===== config.mk =====
export PLATFORM = sky130hd
export DESIGN_NAME = ram_bit_reader
export DESIGN_NICKNAME = d
export VERILOG_FILES = /design/src/rtl/ram_bit_reader.sv
export SDC_FILE = /design/constraint.sdc
export NUM_CORES = 1
export LEC_CHECK = 0
export ABC_AREA = 1
export CAP_MARGIN = 25
export CORE_MARGIN = 10
export CORE_UTILIZATION = 35
export DETAILED_ROUTE_END_ITERATION = 16
export PLACE_DENSITY = 0.56
export REMOVE_ABC_BUFFERS = 1
export SETUP_SLACK_MARGIN = 0.3
export SYNTH_ARGS = -nofsm -noshare
export SYNTH_HDL_FRONTEND = slang
export SYNTH_SLANG_ARGS = --single-unit

===== constraint.sdc =====
create_clock -name clk -period 2.8 [get_ports clk]
set_input_delay 0.7 -clock clk [delete_from_list [all_inputs] [get_ports clk]]
set_output_delay 0.7 -clock clk [all_outputs]
set_load 0.02 [all_outputs]

===== src/rtl/ram_bit_reader.sv =====
// rtl/ram_bit_reader.sv - reads a burst of single bits from a 1-bit RAM and packs them MSB first into bytes
module ram_bit_reader #(
  parameter int ADDR_W = 10,
  parameter int NB_W   = 8
) (
  input  logic              clk,
  input  logic              rst,
  input  logic              start,
  input  logic [ADDR_W-1:0] base_addr,
  input  logic [NB_W-1:0]   num_bytes,
  output logic [ADDR_W-1:0] ram_addr,
  input  logic              ram_q,
  output logic [7:0]        byte_out,
  output logic              byte_valid,
  input  logic              byte_ready,
  output logic              busy,
  output logic              done
);

  localparam int CNT_W = NB_W + 3;

  typedef enum logic [1:0] {IDLE, READ, STALL, DRAIN} state_t;

  state_t            state;
  state_t            state_nxt;
  logic [ADDR_W-1:0] cur;         // next address to issue
  logic [CNT_W-1:0]  issue_left;  // addresses still to issue in this burst
  logic [2:0]        bit_idx;     // position of the bit currently on ram_q
  logic [6:0]        shift;       // first seven bits of the byte being built
  logic              q_valid;     // ram_q carries a burst bit this cycle

  logic all_issued;
  logic last_bit;
  logic can_load;
  logic accept;
  logic issue;
  logic load;

  assign all_issued = (issue_left == '0);
  assign last_bit   = q_valid && (bit_idx == 3'd7);
  assign can_load   = !byte_valid || byte_ready;
  assign accept     = byte_valid && byte_ready;

  // State register
  always_ff @(posedge clk) begin
    if (rst) state <= IDLE;
    else     state <= state_nxt;
  end

  // Next-state logic: a completed byte that cannot be handed over parks the FSM in STALL
  always_comb begin
    state_nxt = state;
    case (state)
      IDLE:  if (start && num_bytes != '0) state_nxt = READ;
      READ:  if (last_bit) begin
               if (!can_load)       state_nxt = STALL;
               else if (all_issued) state_nxt = DRAIN;
             end
      STALL: if (accept) state_nxt = all_issued ? DRAIN : READ;
      DRAIN: if (accept) state_nxt = IDLE;
      default: state_nxt = IDLE;
    endcase
  end

  // Outputs: when not issuing, the RAM re-reads the last issued address so ram_q stays put
  always_comb begin
    busy     = (state != IDLE);
    issue    = (state == READ) && !all_issued && !(last_bit && !can_load);
    load     = ((state == READ) && last_bit && can_load) || ((state == STALL) && accept);
    ram_addr = cur;
    if (state != IDLE && !issue) ram_addr = cur - ADDR_W'(1);
  end

  // Datapath: address pointer, bit packing, output byte register and done pulse
  always_ff @(posedge clk) begin
    if (rst) begin
      cur        <= '0;
      issue_left <= '0;
      bit_idx    <= '0;
      shift      <= '0;
      q_valid    <= 1'b0;
      byte_out   <= '0;
      byte_valid <= 1'b0;
      done       <= 1'b0;
    end else begin
      done    <= 1'b0;
      q_valid <= issue;
      if (state == IDLE && start) begin
        cur        <= base_addr;
        issue_left <= {num_bytes, 3'b000};
        bit_idx    <= '0;
        shift      <= '0;
        if (num_bytes == '0) done <= 1'b1;
      end
      if (issue) begin
        cur        <= cur + ADDR_W'(1);
        issue_left <= issue_left - CNT_W'(1);
      end
      if (state == READ && q_valid && !last_bit) begin
        shift   <= {shift[5:0], ram_q};
        bit_idx <= bit_idx + 3'd1;
      end
      if (load) begin
        byte_out   <= {shift, ram_q};
        byte_valid <= 1'b1;
        bit_idx    <= '0;
      end else if (accept) begin
        byte_valid <= 1'b0;
      end
      if (state == DRAIN && accept) done <= 1'b1;
    end
  end

endmodule


==> key figures <==
STA
  • Minimum clock period: about 2.5 ns
  • Worst Max-Slew Pin Slew: around 0.62 ns
  • Final period utilization: 88.2%
  • Setup violators final: 0
  • Fin Clk Skew: ~0.0030 ns
  • Final Slew Violations: 0
  • Unrepaired setup endpoints after global routing: true
  • Final hold vios: 0
  • Slew headroom: 58.4%
  • Fmax achieved: around 410 MHz

Power
  • VDD IR-drop max: 424 uV
  • Power Density: roughly 1100 nW/um2
  • Lkg Pwr: 1.66 nW
  • Final Total Pwr: 0.00394 W

Routing
  • Initial DRT Pass Iterations: 4
  • Routed via count: 2719
  • 1st-iter DRT viols: 162
  • Antenna-violating nets left: 0
  • DRC viols: 0
  • WL/cell: about 13 um
  • Total routed wirelength: 7.57 mm
  • DR vias/cell: 4.64

Placement
  • Input/output buffers: 43
  • Placer Congestion: 0.847
  • Hpwl dp: 5.27 mm

Clock tree
  • CTS tree: yes
  • Clk sinks: 44
  • Worst skew pair latency: 0.30 ns
  • Cts bufs inserted: 5
  • Reg clk slew, reported paths: 0.09 ns
  • Htree depth: 2
  • Root Buffer: clkbuf_8
  • Clock Tree Buf Depth: 2

Status
  • Status: finished, final reports clean

Global routing
  • First-pass GRT wire length: 12.5 mm
  • Grt met3 use: 3.45%
  • GR Util All Layers: 12.8%
  • GRT met1 Usage: 16.6%
  • Largest net degree at the start of global routing: 31
  • Vias in the first global route: about 2.6k
  • Met2 usage: between 20 and 25%
  • Gr busiest metal: met2
  • Initial antenna violation count: 0
  • Grt ovf: 0

Finish
  • Total area of sequential cells: approximately 900 um2
  • Antenna cell count: 0
  • Commonest non-fill, non-tap cell in the layout: nand2_1
  • Post-layout util: 47.8%
  • Synth-to-Final Area Change: 32.4%
  • # fillers: 783
  • Most frequent cells in the layout: nand2_1, nor2_1, dfxtp_1
  • Share of cells above drive strength 1: 25.6%
  • Multi-input gate area: 1740 um2
  • # nets final: 511

Logic synthesis
  • Seq cells post-synth: 44
  • Yosys cell types: 33
  • Post-synthesis adder-cell area fraction: ~2.2%
  • Synthesized area: 2790 um2
  • Post-Synthesis Cells: approximately 420
  • Post-synthesis sequential area ratio: 31.6%
  • Synth Area per Inst: 6.66 um2
  • Compound-Gate Fraction of Synth Area: 13.7%
  • Post-synthesis mux area share: 0%
  • Largest family of logic cells by synthesized area: simple AND/OR/NAND/NOR gates
  • Synth warn: 0
  • Simple-gate share of the synthesized area: 37.6%
  • Synth Area in XOR/XNOR: 4.98%

Floorplan
  • Die area: around 12000 um2
  • Chip height: 109 um
  • FP Rows: 32
  • Core ar.: 7730 um2
  • Die width: 109 um
  • Initial Util: 36.1%
  • Io pins: 44

Setup path
  • Setup CP Type: reg2out
  • CP Launch Type: register
  • Critical path required time: approximately 2.1 ns
  • CP endpoint kind: primary output
  • Crit-path max FO: 5
  • Arr. time, crit path: between 1.5 and 2 ns

Worst hold path
  • Worst Hold Class: reg2reg

Run
  • Maxcap violations: 0
-- layout make-up --
type,instances,share of cell area [%]
inverter,44,4.67
clock inverter,3,1.25
sequential,44,24.0
multi-input combinational,316,47.1
clock buffer,5,1.86
tap,102,3.45
timing repair inverter,1,0.135
timing repair buffer,71,17.5
-- per-stage QoR --
step | hold slack [ns] | instance area (um2) | instances | setup WS [ns] | TNS [ns]
global route | 0.481 | 3690 | 586 | 0.218 | 0
floorplan | 0.423 | 2680 | 403 | 0.295 | 0
finish | 0.458 | 3690 | 586 | 0.331 | 0
detailed placement | 0.448 | 3370 | 566 | -0.449 | -4.29
global placement | 0.444 | 3370 | 566 | -0.432 | -4.04
CTS | 0.447 | 3570 | 584 | 0.268 | 0
-- registers in the layout, summed over array words and instances, names as in the netlist --
| register | flops |
|---|---|
| issue_left | 11 |
| cur | 10 |
| byte_out | 8 |
| shift | 7 |
| bit_idx | 3 |
| state | 2 |
| byte_valid | 1 |
| done | 1 |
| q_valid | 1 |
-- worst paths after layout --
check | from | endpoint | slack (ns) | cells after the start
hold / removal | issue_left[0] | issue_left[0] | 0.46 | 1
hold reg to reg | issue_left[0] | issue_left[0] | 0.46 | 1
setup / recovery | bit_idx[1] | ram_addr[9] | 0.33 | 12
setup reg to reg | bit_idx[1] | bit_idx[0] | 0.39 | 17
-- cell usage after synthesis --
| cell type | n | share of area (%) |
|---|---|---|
| clkinv_1 | 2 | 0.27 |
| xor2_1 | 13 | 4.1 |
| nor3_1 | 2 | 0.36 |
| nand3_4 | 1 | 0.63 |
| a211oi_1 | 1 | 0.27 |
| xor2_2 | 1 | 0.58 |
| a21oi_1 | 17 | 3.0 |
| o21ai_1 | 3 | 0.54 |
| nand3_1 | 38 | 6.8 |
| nand2_4 | 2 | 0.81 |
| nand2_2 | 15 | 3.4 |
| clkbuf_1 | 4 | 0.54 |
| buf_2 | 6 | 1.1 |
| buf_6 | 2 | 0.81 |
| nor2_2 | 2 | 0.45 |
| ha_1 | 5 | 2.2 |
| nand2_8 | 1 | 0.72 |
| o21ai_2 | 10 | 3.1 |
| nor2_1 | 50 | 6.7 |
| xnor2_1 | 1 | 0.31 |
| nand4_1 | 2 | 0.45 |
| buf_12 | 1 | 0.72 |
| o21ai_0 | 18 | 3.2 |
| nand2_1 | 120 | 16 |
| nor2_4 | 1 | 0.40 |
| buf_4 | 1 | 0.27 |
| inv_1 | 36 | 4.8 |
| a21oi_2 | 11 | 3.5 |
| nor2_8 | 1 | 0.72 |
| dfxtp_1 | 44 | 32 |
| buf_1 | 1 | 0.13 |
| buf_8 | 1 | 0.54 |
| inv_2 | 6 | 0.81 |
-- per-layer routing --
layer	wire length (um)	vias up
met2	3510	49
met5	0	-
met1	3590	1223
met3	426	4
li1	-	1443
met4	51	0
-- power by group --
group	switching, W	total [W]	internal [W]	leakage, nW
sequential	0.000128	0.000887	0.000759	0.361
clock	0.000241	0.000510	0.000269	0.0548
combinational	0.00152	0.00254	0.00103	1.24
-- worst max-delay path, cell delays in order (launching register included) --
cell	delay, ns
dfxtp_2	0.34
ha_4	0.16
ha_4	0.15
nand2_2	0.05
inv_2	0.04
nor2_4	0.10
inv_2	0.06
nand2_4	0.09
nand2_8	0.08
buf_6	0.13
nand3_1	0.07
nand2_1	0.07
buf_6	0.13
-- cell families (layout without fill, tap and decap cells) --
logic type / after synthesis / count (layout)
buffers and inverters: 60 / 124
flip-flops: 44 / 44
XOR/XNOR: 15 / 15
AO/OA/AOI/OAI: 60 / 60
AND/OR/NAND/NOR: 235 / 236
adder cells (fa/ha/maj): 5 / 5
-- timing repair --
item,in CTS,in global routing
hold buffers,0,0
pin swaps,11,10
setup buffers,9,1
gates resized for setup,64,33
cloned,1,1
setup endpoints to repair,10,23
Power figures use the tool's default switching activity.
